**src/rtl/multiplexor_display_7seg.sv**
```systemverilog
// Time-multiplexed scan controller for an N-digit common-anode 7-segment display.
// Double-buffered nibble frame; one-hot anodes with a blanking gap before each digit.
//
// state     | meaning
// INACTIVO  | scan disabled, display dark, index and counter parked at 0
// APAGADO   | all anodes off, o_Bits already shows the current digit
// ENCENDIDO | current digit lit (unless zero-suppressed)
module multiplexor_display_7seg #(
  parameter int N_DIGITOS          = 4,
  parameter int CUENTAS_POR_DIGITO = 50000,
  parameter int CUENTAS_APAGADO    = 16
) (
  input  logic                         i_Clk,
  input  logic                         i_Rst_n,
  input  logic                         i_Habilitar,
  input  logic [4*N_DIGITOS-1:0]       i_Datos,
  input  logic                         i_Cargar,
  input  logic                         i_Supresion_ceros,
  output logic [3:0]                   o_Bits,
  output logic [N_DIGITOS-1:0]         o_Anodos,
  output logic [$clog2(N_DIGITOS)-1:0] o_Digito,
  output logic                         o_Fin_barrido
);

  localparam int W_IDX   = $clog2(N_DIGITOS);
  localparam int CNT_MAX = (CUENTAS_POR_DIGITO > CUENTAS_APAGADO) ? CUENTAS_POR_DIGITO
                                                                  : CUENTAS_APAGADO;
  localparam int W_CNT   = (CNT_MAX > 1) ? $clog2(CNT_MAX) : 1;

  localparam logic [W_CNT-1:0] CARGA_ON  = W_CNT'(CUENTAS_POR_DIGITO - 1);
  localparam logic [W_CNT-1:0] CARGA_OFF = W_CNT'(CUENTAS_APAGADO - 1);
  localparam logic [W_IDX-1:0] ULTIMO    = W_IDX'(N_DIGITOS - 1);

  typedef enum logic [1:0] {INACTIVO, APAGADO, ENCENDIDO} estado_t;

  estado_t                 state_q, state_d;
  logic [W_IDX-1:0]        idx_q, idx_d;
  logic [W_CNT-1:0]        cnt_q, cnt_d;
  logic [4*N_DIGITOS-1:0]  activo_q, activo_d;
  logic [4*N_DIGITOS-1:0]  pendiente_q, pendiente_d;
  logic                    bandera_q, bandera_d;
  logic [3:0]              bits_q, bits_d;
  logic [N_DIGITOS-1:0]    anodos_q, anodos_d;
  logic                    fin_q, fin_d;

  function automatic logic [3:0] nibble(input logic [4*N_DIGITOS-1:0] f,
                                        input logic [W_IDX-1:0] k);
    nibble = 4'h0;
    for (int i = 0; i < N_DIGITOS; i++)
      if (k == W_IDX'(i)) nibble = f[4*i +: 4];
  endfunction

  // Digit k is blank when it and every more significant nibble are zero; digit 0 always shows.
  function automatic logic suprimido(input logic [4*N_DIGITOS-1:0] f,
                                     input logic [W_IDX-1:0] k);
    suprimido = (k != '0);
    for (int i = 0; i < N_DIGITOS; i++)
      if (W_IDX'(i) >= k && f[4*i +: 4] != 4'h0) suprimido = 1'b0;
  endfunction

  always_ff @(posedge i_Clk or negedge i_Rst_n) begin
    if (!i_Rst_n) begin
      state_q     <= INACTIVO;
      idx_q       <= '0;
      cnt_q       <= '0;
      activo_q    <= '0;
      pendiente_q <= '0;
      bandera_q   <= 1'b0;
      bits_q      <= 4'h0;
      anodos_q    <= '0;
      fin_q       <= 1'b0;
    end else begin
      state_q     <= state_d;
      idx_q       <= idx_d;
      cnt_q       <= cnt_d;
      activo_q    <= activo_d;
      pendiente_q <= pendiente_d;
      bandera_q   <= bandera_d;
      bits_q      <= bits_d;
      anodos_q    <= anodos_d;
      fin_q       <= fin_d;
    end
  end

  always_comb begin
    state_d     = state_q;
    idx_d       = idx_q;
    cnt_d       = cnt_q;
    activo_d    = activo_q;
    pendiente_d = pendiente_q;
    bandera_d   = bandera_q;
    bits_d      = bits_q;
    anodos_d    = anodos_q;
    fin_d       = 1'b0;

    if (i_Cargar) begin
      pendiente_d = i_Datos;
      bandera_d   = 1'b1;
    end

    if (!i_Habilitar) begin
      state_d  = INACTIVO;
      idx_d    = '0;
      cnt_d    = '0;
      anodos_d = '0;
    end else begin
      case (state_q)
        INACTIVO: begin
          state_d  = APAGADO;
          idx_d    = '0;
          cnt_d    = CARGA_OFF;
          bits_d   = nibble(activo_q, '0);
          anodos_d = '0;
        end
        APAGADO: begin
          if (cnt_q == '0) begin
            state_d  = ENCENDIDO;
            cnt_d    = CARGA_ON;
            anodos_d = (i_Supresion_ceros && suprimido(activo_q, idx_q))
                       ? '0 : (N_DIGITOS'(1) << idx_q);
          end else begin
            cnt_d = cnt_q - W_CNT'(1);
          end
        end
        ENCENDIDO: begin
          if (cnt_q == '0) begin
            state_d  = APAGADO;
            cnt_d    = CARGA_OFF;
            anodos_d = '0;
            if (idx_q == ULTIMO) begin
              // Frame swap happens only here, so a scan never mixes two frames.
              idx_d = '0;
              fin_d = 1'b1;
              if (i_Cargar) begin
                activo_d  = i_Datos;
                bandera_d = 1'b0;
              end else if (bandera_q) begin
                activo_d  = pendiente_q;
                bandera_d = 1'b0;
              end
              bits_d = nibble(activo_d, '0);
            end else begin
              idx_d  = idx_q + W_IDX'(1);
              bits_d = nibble(activo_q, idx_q + W_IDX'(1));
            end
          end else begin
            cnt_d = cnt_q - W_CNT'(1);
          end
        end
        default: state_d = INACTIVO;
      endcase
    end
  end

  assign o_Bits        = bits_q;
  assign o_Anodos      = anodos_q;
  assign o_Digito      = idx_q;
  assign o_Fin_barrido = fin_q;

endmodule

```
**config.mk**
```make
export PLATFORM = sky130hd
export DESIGN_NAME = multiplexor_display_7seg
export DESIGN_NICKNAME = d
export VERILOG_FILES = /design/src/rtl/multiplexor_display_7seg.sv
export SDC_FILE = /design/constraint.sdc
export NUM_CORES = 1
export LEC_CHECK = 0
export CAP_MARGIN = 20
export CORE_MARGIN = 5
export CORE_UTILIZATION = 30
export CTS_CLUSTER_SIZE = 16
export DETAILED_ROUTE_END_ITERATION = 16
export PLACE_DENSITY = 0.54
export SYNTH_ARGS = -nofsm -noshare
export SYNTH_HDL_FRONTEND = slang
export SYNTH_SLANG_ARGS = --single-unit
```
**constraint.sdc**
```tcl
create_clock -name i_Clk -period 1.9 [get_ports i_Clk]
set_input_delay 0.19 -clock i_Clk [delete_from_list [all_inputs] [get_ports i_Clk]]
set_output_delay 0.19 -clock i_Clk [all_outputs]
set_load 0.02 [all_outputs]
```
==> flow_summary.ini, run 1 <==
[run_status]
status = finished with violations
violations = negative setup slack

[floorplan]
initial_core_util = 0.309
core_area_sq_um = 11000
die_h_microns = 116
die-area_sq_um = 13500
fp.dieW_microns = 116
std_cell_rows = 38
ioPinCount = 32

[power_and_ir_drop]
p_seq_frac = 0.283
power.density_nw_per_um2 = 1190
p_clk_frac = 0.272
ir_drop_v = 0.000582
leakagePower_nw = 2.12
p_sw_mw = 1.94
combPwrFrac = 0.445
p_sw_frac = 0.354
p_int_mw = 3.55

[clock_tree]
clk_pin_slew_worst_paths_ns = 0.06
clock_path_buffers = 2
cts_sinks = 62
cts_root_buf = clkbuf_16
clock_latency_ns = 0.32
tritoncts = yes
numCtsBuffers = 9
cts_max_level = 3

[synth]
synth_area_per_cell_sq_um = 10.5
postSynth.asyncResetShare = 1.00
yosysWarnings = 0
syn-num-nets = 354
ys_types = 53
syn_area_sq_um = 3390
dominantRegCellSynth = dfrtp_1
yosysSeqAreaShare = 0.457
synth_edf_count = 0
synth_seq_cells = 62
synthCells = 322

[finish]
regArea_sq_um = 1550
most-common-layout-cells = dfrtp_1 (62), buf_4 (47), nand2_1 (31), clkdlybuf4s50_1 (30)
fillerInstances = 1044
area.growth.synth_to_final_pct = 36.1
final_common_cell = dfrtp_1
fin_area_sq_um = 4620
final_cells = 544
multiInputGateArea_sq_um = 1820
nets = 431
drive_above_1_share = 0.342
fin_util = 0.421
antenna_cells = 0

[worst_setup_path]
r2r-end = o_Bits[0]$_DFFE_PN0P_
r2r_slack_ns = -0.14
slowest_stage = or4_4
cp.required_ns = 2.11
r2r-start = cnt_q[11]$_DFFE_PN0P_
rr_worst_depth = 5
crit_type = reg -> reg
end_kind = flop
cp.arrival_ns = 2.25
worstPathMaxFanout = 4
crit_chain = or4_4, nor4_4, nand2_2, o21ai_4, mux2_2
slowest_delay_ns = 0.58
setup.worst_path.start_class = flop

[sta]
slew_viol_final = 0
fin_skew_ns = 0.00955
finalCritPeriodShare = 1.08
setup_viol = 36
fmax_ghz = 0.489
fin_crit_ns = 2.04
max-slew-margin-rel = 0.731
worst_pin_slew_ns = 0.399
worst_slack_ns = -0.144
finalSetupTns_ns = -3.15
hold_viol = 0
rsz0062_at_grt = yes

[grt]
antenna_found_initial = 0
grt-ovfl-total = 0
grt_pass1_vias = 2714
grt_use_total = 0.127
grt_pass1_wl_mm = 13.5
grt_max_degree = 23

[routing]
totalWireLength_mm = 8.03
antenna_left = 0
detail_route.first_pass.iterations = 4
initialDrtViolationCount = 131
drc_errors = 0
via_per_inst = 4.84
routedWlPerCell_microns = 14.8
vias = 2633

[placement]
place_congestion = 0.837
place_area_sq_um = 4190
place_inst = 524
hpwl_mm = 5.91
io_buffers = 31

[min_path]
hold_class = in -> async

[run]
maxCapViolations = 0
-- stage by stage --
step / hold WS (ns) / power, mW / worst slack, ns
3_3_place_gp: 0.0341 / 3.63 / -0.206
5_1_grt: 0.260 / 5.83 / -0.226
3_5_place_dp: 0.0381 / 3.66 / -0.245
4_1_cts: 0.239 / 5.45 / -0.159
2_1_floorplan: -0.106 / 2.80 / -0.140
6_report: 0.237 / 5.49 / -0.144
-- timing repair --
item / 4_1_cts / 5_1_grt
endpoints found under the hold margin: 18 / 0
hold buffers: 1 / 0
gates resized for setup: 14 / 18
setup buffers: 3 / 1
setup endpoints to repair: 44 / 45
pin swaps: 9 / 10
-- cells by family after synthesis --
kind of cell    share of synthesized area
compound gates                      0.122
xor+xnor                          0.00774
fa+ha+maj                          0.0406
buf+inv                            0.0450
flops                               0.457
mux                                 0.136
simple gates                        0.191
-- layout make-up --
cell class / instances / share of cell area
Multi-Input combinational cell: 228 / 0.393
Sequential cell: 62 / 0.336
Timing Repair Buffer: 85 / 0.163
Clock buffer: 9 / 0.0488
Tap cell: 140 / 0.0379
Clock inverter: 7 / 0.0108
Inverter: 13 / 0.0106
-- per-layer routing --
metal / wire (microns) / global-route usage
met1: 3850 / 0.170
met5: 0 / 0
met4: 114 / 0.0441
met3: 183 / 0.0275
met2: 3880 / 0.203
-- critical path, delay by kind of cell, from the launching register on --
kind | cells | cell delay, ns
multiplexers | 1 | 0.35
AND/OR/NAND/NOR | 3 | 0.99
flip-flops | 1 | 0.38
AO/OA/AOI/OAI | 1 | 0.21
-- registers in the layout, indices dropped and copies added (netlist names) --
register	count
o_Fin_barrido	1
o_Bits	4
o_Anodos	4
bandera_q	1
o_Digito	2
cnt_q	16
pendiente_q	16
state_q	2
activo_q	16
-- cells in the mapped netlist, types with 10 or more instances --
cell type / n / area share
mux2_4: 14 / 0.062
o21ai_0: 18 / 0.027
clkbuf_1: 11 / 0.012
inv_1: 13 / 0.014
nand3_1: 17 / 0.025
mux2_2: 18 / 0.060
a31oi_1: 10 / 0.018
ha_1: 11 / 0.041
a21oi_1: 12 / 0.018
nand2_1: 31 / 0.034
dfrtp_1: 62 / 0.46
nor2_1: 16 / 0.018
-- power groups by stage --
stage	clock (mW)	combinational, mW	sequential [mW]
global placement	0	2.06	1.57
floorplan	0	1.21	1.59
finish	1.49	2.44	1.56
CTS	1.54	2.35	1.56
detailed placement	0	2.08	1.57
global route	1.60	2.64	1.58
-- worst max path at each step --
stage,startpoint,end,slack [ns],cells after the start
after floorplan,cnt_q[5]$_DFFE_PN0P_,activo_q[10]$_DFFE_PN0P_,-0.14,6
after CTS,cnt_q[11]$_DFFE_PN0P_,o_Bits[2]$_DFFE_PN0P_,-0.16,5
after global placement,cnt_q[5]$_DFFE_PN0P_,o_Bits[2]$_DFFE_PN0P_,-0.21,6
after global routing,cnt_q[11]$_DFFE_PN0P_,o_Bits[1]$_DFFE_PN0P_,-0.23,5
after detailed placement,cnt_q[1]$_DFFE_PN0P_,cnt_q[14]$_DFFE_PN0P_,-0.24,8
final,cnt_q[11]$_DFFE_PN0P_,o_Bits[0]$_DFFE_PN0P_,-0.14,5
No activity file was read; power rests on OpenSTA's default activity.
==> run 2, diff against run 1 <==
--- a/config.mk
+++ b/config.mk
@@ -11,5 +11,6 @@
 export CTS_CLUSTER_SIZE = 16
 export DETAILED_ROUTE_END_ITERATION = 16
-export PLACE_DENSITY = 0.54
+export PLACE_DENSITY_LB_ADDON = 0.08
+export RECOVER_POWER = 50
 export SYNTH_ARGS = -nofsm -noshare
 export SYNTH_HDL_FRONTEND = slang
==> constraint.sdc (replaced) <==
create_clock -name i_Clk -period 1.9 [get_ports i_Clk]
set_input_delay 0.285 -clock i_Clk [delete_from_list [all_inputs] [get_ports i_Clk]]
set_output_delay 0.285 -clock i_Clk [all_outputs]
set_load 0.02 [all_outputs]
==> run 2 against run 1 <==
The run still ends with negative setup slack left. Power is 5.6% higher. Die area stayed put. Global-route usage is 0.51 points higher. Critical path depth is 2 higher. Register-to-register slack hardly changed.
==> flow_summary.ini, run 2 (synthesis results as in run 1) <==
[worst_setup_path]
crit_chain = or4_4, buf_6, buf_6, buf_6, o41ai_1, a2bb2oi_2, a21o_1
crit_type = reg -> reg
slowest_stage = or4_4
cp.arrival_ns = 2.28
slowest_delay_ns = 0.55
crit_cells = 7
path_buf_inv = 3
path_delay_family = compound AO/OA/AOI/OAI gates
end_kind = flop
rr_worst_depth = 7
cp.required_ns = 2.13
worstPathMaxFanout = 3
cpMostUsedCell = buf_6
setup.worst_path.start_class = flop

[clock_tree]
cts_sinks = 62
tritoncts = yes
cts_max_level = 3
cts_root_buf = clkbuf_16
clock_latency_ns = 0.34
numCtsBuffers = 9
clock_path_buffers = 2
clk_pin_slew_worst_paths_ns = 0.05

[power_and_ir_drop]
ir_drop_v = 0.000658
leakagePower_nw = 2.20
power.density_nw_per_um2 = 1220

[finish]
fillerInstances = 1057
top_regs = activo_q: 16 flops, cnt_q: 16 flops, pendiente_q: 16 flops
most-common-layout-cells = dfrtp_1 (62), buf_4 (48), nand2_1 (31), clkdlybuf4s50_1 (29), mux2_4 (18)
fin_area_sq_um = 4750
final_common_cell = dfrtp_1
area.growth.synth_to_final_pct = 40.0
antenna_cells = 0
fin_util = 0.433
final_cells = 550
drive_above_1_share = 0.366
nets = 437

[sta]
fin_skew_ns = 0.00359
max-slew-margin-rel = 0.399
setup_viol = 35
fin_crit_ns = 2.06
slew_viol_final = 0
worst_pin_slew_ns = 0.901
hold_viol = 0
finalCritPeriodShare = 1.08
finalSetupTns_ns = -3.26
rsz0062_at_grt = yes
worst_slack_ns = -0.157
fmax_ghz = 0.486

[run]
maxCapViolations = 0

[routing]
drc_errors = 0
via_per_inst = 4.86
detail_route.first_pass.iterations = 4
vias = 2675
initialDrtViolationCount = 129
routedWlPerCell_microns = 15.4
totalWireLength_mm = 8.46
antenna_left = 0

[placement]
place_area_sq_um = 4210
place_inst = 525
place_congestion = 0.815
hpwl_mm = 5.97
post-place-ws_ns = -0.233
io_buffers = 31

[floorplan]
ioPinCount = 32
die_h_microns = 116
die-area_sq_um = 13500
std_cell_rows = 38
fp.dieW_microns = 116
core_area_sq_um = 11000
initial_core_util = 0.309

[grt]
grt_use_total = 0.132
grt-ovfl-total = 0
grt_pass1_wl_mm = 13.8
antenna_found_initial = 0
grt_use_met1 = 0.162
grt_pass1_vias = 2720
grt_busiest_layer = met2
grt_max_degree = 63
use_met2 = 0.222
use_met3 = 0.0337

[run_status]
violations = negative setup slack
status = finished with violations

[min_path]
hold_class = reg -> reg
holdPathStages = 1
==> run 2: cell count changes in the layout (fill, tap and decap cells not counted), sizes merged <==
cell	previous run	this run
buf	54	59
clkbuf	9	10
clkdlybuf4s50	30	29
dlygate4sd3	1	2
==> run 2: timing repair <==
action / CTS / global route
cloned: 0 / 1
hold endpoints to repair: 62 / 0
hold buffers: 1 / 0
resized for setup: 14 / 40
endpoints found under the setup margin: 42 / 40
setup buffers: 2 / 6
pin swaps: 4 / 19
==> run 2: layout make-up <==
cell class                 instances  area, sq um  area share
multi-input combinational        228         1890       0.397
sequential                        62         1550       0.326
timing repair buffer              91          813       0.171
clock buffer                       9          225      0.0474
tap                              140          175      0.0369
clock inverter                     7         50.0      0.0105
inverter                          13         48.8      0.0103
==> run 2: per-stage QoR <==
step                      hold WS, ns  power, mW
final                           0.499       5.80
after global routing            0.511       6.18
after floorplan               -0.0106       2.80
after detailed placement        0.334       3.67
after global placement          0.332       3.67
after CTS                       0.502       5.41
==> run 2: final timing paths <==
check / from / endpoint / slack, ns
worst min-delay path: pendiente_q[4]$_DFFE_PN0P_ / pendiente_q[4]$_DFFE_PN0P_ / 0.50
min in group asynchronous: i_Rst_n / cnt_q[2]$_DFFE_PN0P_ / 0.71
worst min register to register: pendiente_q[4]$_DFFE_PN0P_ / pendiente_q[4]$_DFFE_PN0P_ / 0.50
worst max register to register: cnt_q[4]$_DFFE_PN0P_ / cnt_q[14]$_DFFE_PN0P_ / -0.16
max in group asynchronous: i_Rst_n / cnt_q[11]$_DFFE_PN0P_ / 0.58
worst max-delay path: cnt_q[4]$_DFFE_PN0P_ / cnt_q[14]$_DFFE_PN0P_ / -0.16
==> run 2: metal layers <==
layer  routed length (microns)  vias to the layer above
met4                        85                        0
met1                      3760                     1315
met2                      4340                       32
met5                         0                        -
met3                       283                        6
li1                          -                     1322
==> run 2: where the power goes <==
part / internal, mW / switching (mW)
Combinational: 1.35 / 1.37
Sequential: 1.47 / 0.0859
Clock: 0.883 / 0.643
